[src/rtl/tx_huge_page_sched_pkg.sv]
// Shared types and constants for the TX huge-page scheduler.
package tx_huge_page_sched_pkg;

  typedef enum logic [2:0] {
    ST_IDLE,
    ST_LOAD,
    ST_ISSUE,
    ST_DRAIN,
    ST_NOTIFY,
    ST_RELEASE
  } state_e;

  localparam logic        PAGE_1        = 1'b0;
  localparam logic        PAGE_2        = 1'b1;
  localparam logic [12:0] PAGE_4K_BYTES = 13'd4096;

  // Completion word: sequence number above, page index in bit 0.
  function automatic logic [31:0] cpl_word(input logic [30:0] seq, input logic page_idx);
    return {seq, page_idx};
  endfunction

endpackage

[src/rtl/tx_rd_chunker.sv]
// Picks the next read length: min(remaining, MAX_RD_QWORDS, qwords left in this 4 KB page).
module tx_rd_chunker
  import tx_huge_page_sched_pkg::*;
#(
  parameter int MAX_RD_QWORDS = 64
) (
  input  logic [11:0] page_off,
  input  logic [31:0] remaining,
  output logic [9:0]  chunk
);

  logic [12:0] bytes_to_4k;
  logic [9:0]  qw_to_4k;
  logic [9:0]  rem_sat;
  logic [9:0]  lim;

  always_comb begin
    // page_off is qword aligned, so the shift is exact; range is 1..512
    bytes_to_4k = PAGE_4K_BYTES - {1'b0, page_off};
    qw_to_4k    = 10'(bytes_to_4k >> 3);
    rem_sat     = (remaining > 32'd512) ? 10'd512 : remaining[9:0];
    lim         = 10'(MAX_RD_QWORDS);
    if (qw_to_4k < lim) lim = qw_to_4k;
    if (rem_sat < lim)  lim = rem_sat;
    chunk = lim;
  end

endmodule

[src/rtl/tx_huge_page_sched.sv]
// Ping-pongs the two TX huge pages: splits each into DMA reads, posts a completion, frees the page.
module tx_huge_page_sched
  import tx_huge_page_sched_pkg::*;
#(
  parameter int MAX_RD_QWORDS   = 64,
  parameter int MAX_OUTSTANDING = 4
) (
  input  logic        trn_clk,
  input  logic        reset,
  input  logic [63:0] huge_page_addr_1,
  input  logic [63:0] huge_page_addr_2,
  input  logic [31:0] huge_page_qwords_1,
  input  logic [31:0] huge_page_qwords_2,
  input  logic        huge_page_status_1,
  input  logic        huge_page_status_2,
  output logic        huge_page_free_1,
  output logic        huge_page_free_2,
  input  logic [63:0] completed_buffer_address,
  output logic        rd_req_valid,
  input  logic        rd_req_ready,
  output logic [63:0] rd_req_addr,
  output logic [9:0]  rd_req_qwords,
  input  logic        rd_done,
  output logic        cpl_wr_valid,
  input  logic        cpl_wr_ready,
  output logic [63:0] cpl_wr_addr,
  output logic [31:0] cpl_wr_data
);

  state_e      state, state_nxt;
  logic        cur_page;
  logic [30:0] seq;
  logic [3:0]  outstanding;
  logic [63:0] next_addr;
  logic [31:0] remaining;
  logic [9:0]  chunk;

  logic        cur_status;
  logic [63:0] cur_addr;
  logic [31:0] cur_qwords;
  logic        rd_accept, cpl_accept, done_eff, can_issue;

  assign cur_status = (cur_page == PAGE_2) ? huge_page_status_2 : huge_page_status_1;
  assign cur_addr   = (cur_page == PAGE_2) ? huge_page_addr_2   : huge_page_addr_1;
  assign cur_qwords = (cur_page == PAGE_2) ? huge_page_qwords_2 : huge_page_qwords_1;
  assign rd_accept  = rd_req_valid & rd_req_ready;
  assign cpl_accept = cpl_wr_valid & cpl_wr_ready;
  assign done_eff   = rd_done & (outstanding != 4'd0);
  assign can_issue  = (state == ST_ISSUE) && !rd_req_valid && (remaining != 32'd0) &&
                      (outstanding < 4'(MAX_OUTSTANDING));

  tx_rd_chunker #(.MAX_RD_QWORDS(MAX_RD_QWORDS)) u_chunker (
    .page_off  (next_addr[11:0]),
    .remaining (remaining),
    .chunk     (chunk)
  );

  always_comb begin
    state_nxt = state;
    unique case (state)
      ST_IDLE:    if (cur_status) state_nxt = ST_LOAD;
      ST_LOAD:    state_nxt = (cur_qwords == 32'd0) ? ST_NOTIFY : ST_ISSUE;
      ST_ISSUE:   if (remaining == 32'd0 && !rd_req_valid) state_nxt = ST_DRAIN;
      ST_DRAIN:   if (outstanding == 4'd0) state_nxt = ST_NOTIFY;
      ST_NOTIFY:  if (cpl_accept) state_nxt = ST_RELEASE;
      ST_RELEASE: state_nxt = ST_IDLE;
      default:    state_nxt = ST_IDLE;
    endcase
  end

  always_ff @(posedge trn_clk or posedge reset) begin
    if (reset) begin
      state            <= ST_IDLE;
      cur_page         <= PAGE_1;
      seq              <= '0;
      outstanding      <= '0;
      next_addr        <= '0;
      remaining        <= '0;
      rd_req_valid     <= 1'b0;
      rd_req_addr      <= '0;
      rd_req_qwords    <= '0;
      cpl_wr_valid     <= 1'b0;
      cpl_wr_addr      <= '0;
      cpl_wr_data      <= '0;
      huge_page_free_1 <= 1'b0;
      huge_page_free_2 <= 1'b0;
    end else begin
      state <= state_nxt;

      if (state == ST_LOAD) begin
        next_addr <= {cur_addr[63:3], 3'b000};
        remaining <= cur_qwords;
      end else if (rd_accept) begin
        next_addr <= next_addr + {51'd0, rd_req_qwords, 3'b000};
        remaining <= remaining - {22'd0, rd_req_qwords};
      end

      if (rd_accept && !done_eff)      outstanding <= outstanding + 4'd1;
      else if (!rd_accept && done_eff) outstanding <= outstanding - 4'd1;

      // Request is decided one cycle after the previous accept so counters are settled.
      if (rd_accept) begin
        rd_req_valid <= 1'b0;
      end else if (can_issue) begin
        rd_req_valid  <= 1'b1;
        rd_req_addr   <= next_addr;
        rd_req_qwords <= chunk;
      end

      if (state != ST_NOTIFY && state_nxt == ST_NOTIFY) begin
        cpl_wr_valid <= 1'b1;
        cpl_wr_addr  <= completed_buffer_address;
        cpl_wr_data  <= cpl_word(seq, cur_page);
      end else if (cpl_accept) begin
        cpl_wr_valid <= 1'b0;
      end

      huge_page_free_1 <= (state == ST_NOTIFY) && cpl_accept && (cur_page == PAGE_1);
      huge_page_free_2 <= (state == ST_NOTIFY) && cpl_accept && (cur_page == PAGE_2);

      if (state == ST_RELEASE) begin
        seq      <= seq + 31'd1;
        cur_page <= ~cur_page;
      end
    end
  end

endmodule
[config.mk]
export PLATFORM = sky130hd
export DESIGN_NAME = tx_huge_page_sched
export DESIGN_NICKNAME = d
export VERILOG_FILES = /design/src/rtl/tx_huge_page_sched_pkg.sv /design/src/rtl/tx_rd_chunker.sv /design/src/rtl/tx_huge_page_sched.sv
export SDC_FILE = /design/constraint.sdc
export NUM_CORES = 1
export LEC_CHECK = 0
export ABC_AREA = 1
export CAP_MARGIN = 20
export CORE_MARGIN = 5
export CORE_UTILIZATION = 51
export DETAILED_ROUTE_END_ITERATION = 12
export PLACE_DENSITY_LB_ADDON = 0.08
export SLEW_MARGIN = 20
export SYNTH_ARGS = -nofsm -noshare
export SYNTH_HDL_FRONTEND = slang
export SYNTH_SLANG_ARGS = --single-unit
[constraint.sdc]
create_clock -name trn_clk -period 14.35 [get_ports trn_clk]
set_input_delay 2.87 -clock trn_clk [delete_from_list [all_inputs] [get_ports trn_clk]]
set_output_delay 2.87 -clock trn_clk [all_outputs]
set_load 0.02 [all_outputs]
; Yosys cells after proc, flatten, opt, wreduce, memory -nomap -nowiden
; Cells that the tools add are included.
[word_totals]
in_bits = 263
elab_cells = 82
reg_bits = 309
output_inout_bits = 174
[classes]
mux = 22
n_eq_ne = 7
n_lt_le_gt_ge = 4
add_sub_neg = 6
n_reduce_logical = 24
bitwise_logic = 5
[ops]
columns = op, n
row1 = $mux 64, 3
row2 = $mux 32, 3
row3 = $add 64x13->64, 1
row4 = $logic_not 32->1, 2
row5 = $gt 32x10->1 const B, 1
row6 = $reduce_bool 32->1, 1
row7 = $sub 32x10->32, 1
row8 = $add 31x1->31 const B, 1
row9 = $mux 10, 3
row10 = $mux 3, 5
row11 = $pmux 3 s5, 1
row12 = $sub 13x12->13 const A, 1
row13 = $logic_and 1x1->1, 10
row14 = $lt 10x10->1, 1
row15 = $lt 10x7->1 const B, 1
row16 = $eq 3x3->1 const B, 3
row17 = $mux 4, 2
row18 = $reduce_bool 2->1, 4
row19 = $eq 3x2->1 const B, 2
row20 = $mux 1, 5
row21 = $add 4x1->4 const B, 1
row22 = $logic_not 4->1, 1
row23 = $lt 4x3->1 const B, 1
row24 = $reduce_bool 4->1, 1
row25 = other kinds (8), 13

; Logic depth before layout (Yosys ltp)
[depth]
ltp_word = 7
mapped_depth = 19
depth_no_buf = 19

; By module
; From an unflattened synthesis, not the netlist that was laid out.
[hier_totals]
hier_cells = 2658
area_unflattened_um2 = 18347.6
[modules_own_cells]
columns = module, cells_per_inst, area_per_inst_um2, n_inst, seq_area_each_um2
row1 = tx_huge_page_sched, 2499, 17550.6, 1, 7582.3
row2 = tx_rd_chunker, 159, 797.0, 1, 0.0

; Least setup slack after synthesis
; Ideal clock, no wire load.
[synth_timing]
path_type = in2reg
start = in huge_page_qwords_1[17]
end = reg cpl_wr_addr[62]
t_arrival_ps = 4144
setup_ps = 117
n_path_buf = 2
path_stages = 12
t_required_ps = 14233
slack_ps = 10089
path_cell_list = o21ai_0 > nand2_1 > nor3_1 > nand4_1 > nor2_1 > nand3_1 > nand3_2 > nand2_2 > buf_6 > buf_6 > nand2_1 > nand2_1
[synth_between]
elab_chain_cells = 6
[synth_lines]
columns = element, line
row1 = start: declaration, tx_huge_page_sched.sv:12  ; input logic [31:0] huge_page_qwords_1,
row2 = $mux 32, tx_huge_page_sched.sv:45  ; assign cur_qwords = (cur_page == PAGE_2) ? huge_page_qwords_2 : huge_page_qwords_1;
row3 = $logic_not 32->1, tx_huge_page_sched.sv:62  ; ST_LOAD: state_nxt = (cur_qwords == 32'd0) ? ST_NOTIFY : ST_ISSUE;
row4 = $mux 3, tx_huge_page_sched.sv:62
row5 = $pmux 3 s5, tx_huge_page_sched.sv:60  ; unique case (state)
row6 = $eq 3x3->1, tx_huge_page_sched.sv:110  ; if (state != ST_NOTIFY && state_nxt == ST_NOTIFY) begin
row7 = $logic_and 1x1->1, tx_huge_page_sched.sv:110
row8 = end signal: assignment, tx_huge_page_sched.sv:112  ; cpl_wr_addr <= completed_buffer_address;
row9 = end: declaration, tx_huge_page_sched.sv:26  ; output logic [63:0] cpl_wr_addr,
; Every way passes these cells.
; A chain may end at the register's enable or synchronous reset.

; Final worst setup path
[layout_timing]
start = in huge_page_qwords_1[0]
end = reg cpl_wr_addr[28]
; Same word-level chain as after synthesis.

==> impl_metrics.json <==
{
  "first_pass_grt_wire_length_um": 95630,
  "cell_at_the_root_of_the_clock_tree": "sky130_fd_sc_hd__clkbuf_16",
  "drcViolationCount": 0,
  "rr_endpoint": "next_addr[12]$_DFFE_PP0P_",
  "place_hpwl_um": 45650,
  "nets": 3146,
  "cts_inserted_buffers": 35,
  "initial_core_util_pct": 51.39,
  "leftover_overflow_at_the_end_of_global_routing": 0,
  "rsz0062_at_grt": "no",
  "setup.worst_path.class": "in2reg",
  "post_synth_num_cell_types": 49,
  "post_drt_wl_per_cell_um": 18.24,
  "status": "completed",
  "chipWidth_um": 196.1,
  "critical-path-max-stage-delay_ps": 450,
  "globalRouteTotalUtil_pct": 30.81,
  "crit_path_top_delay_cell": "sky130_fd_sc_hd__nand3_4",
  "pin_count": 437,
  "die_area_mm2": 0.03846,
  "timing.critical_path.to_type": "flip-flop",
  "hold-path-endpoint": "cpl_wr_addr[20]$_DFFE_PP0P_",
  "timing.reg2reg.worst_path_depth": 8,
  "critical_path_arrival_ps": 5730,
  "postCtsSetupRepairBufs": 0,
  "finalMaxSlewViolations": 0,
  "clock_pin_slew_of_the_registers_on_the_worst_case_setup_and_hold_paths_ps": 60,
  "final-setup-viol-count": 0,
  "p_per_area_mw_per_mm2": 197.7,
  "synthesis.instances": 2467,
  "drive_above_1_share_pct": 3.549,
  "routabilityCongestion": 0.9953,
  "layout_min_cycle_time_ps": 5327,
  "detailroute.via_count": 18000,
  "crit_start": "huge_page_qwords_1[0]",
  "area.growth.synth_to_final_pct": 32.19,
  "reg_to_reg_slack_setup_ps": 10260,
  "max_cap_violations": 0,
  "count_of_warnings_emitted_by_yosys": 0,
  "finalSetupTns_ps": 0,
  "drtIter0Drc": 1517,
  "min_period_over_period_pct": 37.12,
  "antenna_cells": 0,
  "synthesis.area_per_instance_um2": 7.160,
  "worst_clock_skew_ps": 23.04,
  "die_height_um": 196.1,
  "drt_wl_total_um": 60730,
  "ys_ff_latch": 303,
  "yosys.cell_count.top_type": "sky130_fd_sc_hd__nand2_1",
  "worst_ir_drop_vdd_v": 0.0001470,
  "synth_top_area_share_pct": 42.93,
  "worstHoldPathCells": 2,
  "worstReg2RegStart": "state[2]$_DFF_PP0_",
  "synth.cells.most_frequent": "866 x sky130_fd_sc_hd__nand2_1, 303 x sky130_fd_sc_hd__dfrtp_1, 246 x sky130_fd_sc_hd__nand3_1",
  "hold_viol_final": 0,
  "netlist_top_cells_area": "sky130_fd_sc_hd__dfrtp_1 43%, sky130_fd_sc_hd__nand2_1 18%, sky130_fd_sc_hd__nand3_1 7.0%",
  "edff_count_synth": 0,
  "synth.yosys.seq_area_share_pct": 42.93,
  "placementRows": 68,
  "kind_of_path_behind_the_tightest_hold_check": "reg2reg",
  "core_area_mm2": 0.03437,
  "cp_cell_sequence": "clkdlybuf4s50_1, nand2_1, nand2_1, nor4_1, nand2_1, nor2_1, nand3_1, nand3_4, nand2_2, buf_4, nand2_1, nand2_1",
  "static-leakage-power_nw": 11.26,
  "first_pass_iters": 7,
  "final_core_utilization_pct": 67.93,
  "post_cts_resize_count": 0,
  "path_common_cell": "sky130_fd_sc_hd__nand2_1",
  "port_buffers": 427,
  "first_global_vias": 17700,
  "synth_area_mm2": 0.01766,
  "worst_slew_pin_slew_ps": 998.4,
  "timing.max_slew.rel_slack_pct": 33.44,
  "hold_path_startpoint": "cpl_wr_addr[20]$_DFFE_PP0P_",
  "crit_path_start_kind": "input pin",
  "required_ps": 14760,
  "holdBufCountCts": 0,
  "cts_max_level": 2,
  "synth_async_sr_flop_share_pct": 100.0,
  "routed_via_density": 5.408,
  "critPathMaxFanout": 97,
  "maxClockFrequency_mhz": 187.7,
  "ant_nets": 0,
  "cts.sinks": 303,
  "grt_start_max_net_pins": 120,
  "cts_tree": "yes",
  "synth_largest_area_cell": "sky130_fd_sc_hd__dfrtp_1",
  "initial_antenna_violation_count": 0,
  "max-clock-path-buffers": 3,
  "postSynth.topFlopCell": "sky130_fd_sc_hd__dfrtp_1",
  "clk-insertion-delay-late_ps": 540
}
## layout make-up
type                    count  area (um2)
clock buffers              50       992.2
clock inverters            14       160.2
fillers                  2973       11020
inverters                 226       855.8
multi-input cells        1839        8786
flip-flops and latches    303        7586
well taps                 455       569.3
repair buffers            442        4399
## routing by layer
metal	up-vias	global-route usage (%)	routed length [um]
li1	8734	-	-
met1	8432	40.99	24960
met2	708	49.19	27930
met3	129	8.243	5698
met4	0	10.29	2141
met5	-	0	0
## worst max-delay path, delay by kind of cell
family        cells  cell delay, ps
buf+inv           2             840
simple gates     10            1960
## how the worst max path moves through the flow
| stage | endpoint | slack (ps) |
|---|---|---|
| after CTS | cpl_wr_valid$_DFFE_PP0P_ | 8590 |
| after detailed placement | cpl_wr_valid$_DFFE_PP0P_ | 8040 |
| final | cpl_wr_addr[28]$_DFFE_PP0P_ | 9020 |
| after global placement | cpl_wr_valid$_DFFE_PP0P_ | 8120 |
| after floorplan | cpl_wr_addr[0]$_DFFE_PP0P_ | 3110 |
| after global routing | cpl_wr_addr[25]$_DFFE_PP0P_ | 8730 |
## report_power, final
group / internal, W / switching, W / total (W)
Combinational: 0.000832 / 0.00143 / 0.00226
Sequential: 0.00115 / 0.000299 / 0.00145
Clock: 0.000524 / 0.000374 / 0.000898
## registers in the layout (all words and copies together), names as in the netlist
register	count
state	3
rd_req_qwords	10
remaining	32
cpl_wr_valid	1
huge_page_free_2	1
cpl_wr_addr	64
huge_page_free_1	1
seq	31
outstanding	4
rd_req_addr	61
cur_page	1
cpl_wr_data	32
next_addr	61
rd_req_valid	1
## through the flow
step / worst slack, ps / instances / total power, W / hold slack (ps) / area, um2
floorplan: 3106 / 2469 / 0.002828 / 442.6 / 17670
detailed placement: 8038 / 3264 / 0.003709 / 458.3 / 22180
CTS: 8590 / 3328 / 0.004619 / 472.6 / 23330
global placement: 8116 / 3264 / 0.003646 / 452.7 / 22180
finish: 9023 / 3329 / 0.004616 / 469.2 / 23350
global route: 8728 / 3329 / 0.004951 / 492.7 / 23350
## cells by family (layout without fill, tap and decap cells)
kind of cell             after synthesis  in the layout  synth area share, %
AO/OA/AOI/OAI                        286            286                9.110
XOR/XNOR                              65             65                3.223
adder cells (fa/ha/maj)               36             36                2.678
buffers and inverters                327            732                7.537
flip-flops                           303            303                42.93
multiplexers                           4              4               0.2267
other                                  2              4              0.04252
AND/OR/NAND/NOR                     1444           1444                34.26
## placed cells by master (no fill, tap or decap), types with 17 or more instances in the layout
master and count:
sky130_fd_sc_hd__nand4_1 35, sky130_fd_sc_hd__ha_1 33, sky130_fd_sc_hd__inv_1 219, sky130_fd_sc_hd__clkbuf_16 35, sky130_fd_sc_hd__xor2_1 47, sky130_fd_sc_hd__nand2_1 864, sky130_fd_sc_hd__o21ai_0 128, sky130_fd_sc_hd__nor3_1 44
sky130_fd_sc_hd__xnor2_1 18, sky130_fd_sc_hd__dfrtp_1 302, sky130_fd_sc_hd__nand3_1 246, sky130_fd_sc_hd__a21oi_1 85, sky130_fd_sc_hd__nor2_1 199, sky130_fd_sc_hd__clkdlybuf4s50_1 427, sky130_fd_sc_hd__nor4_1 17
Note: power is estimated with default switching activity, not from simulation.
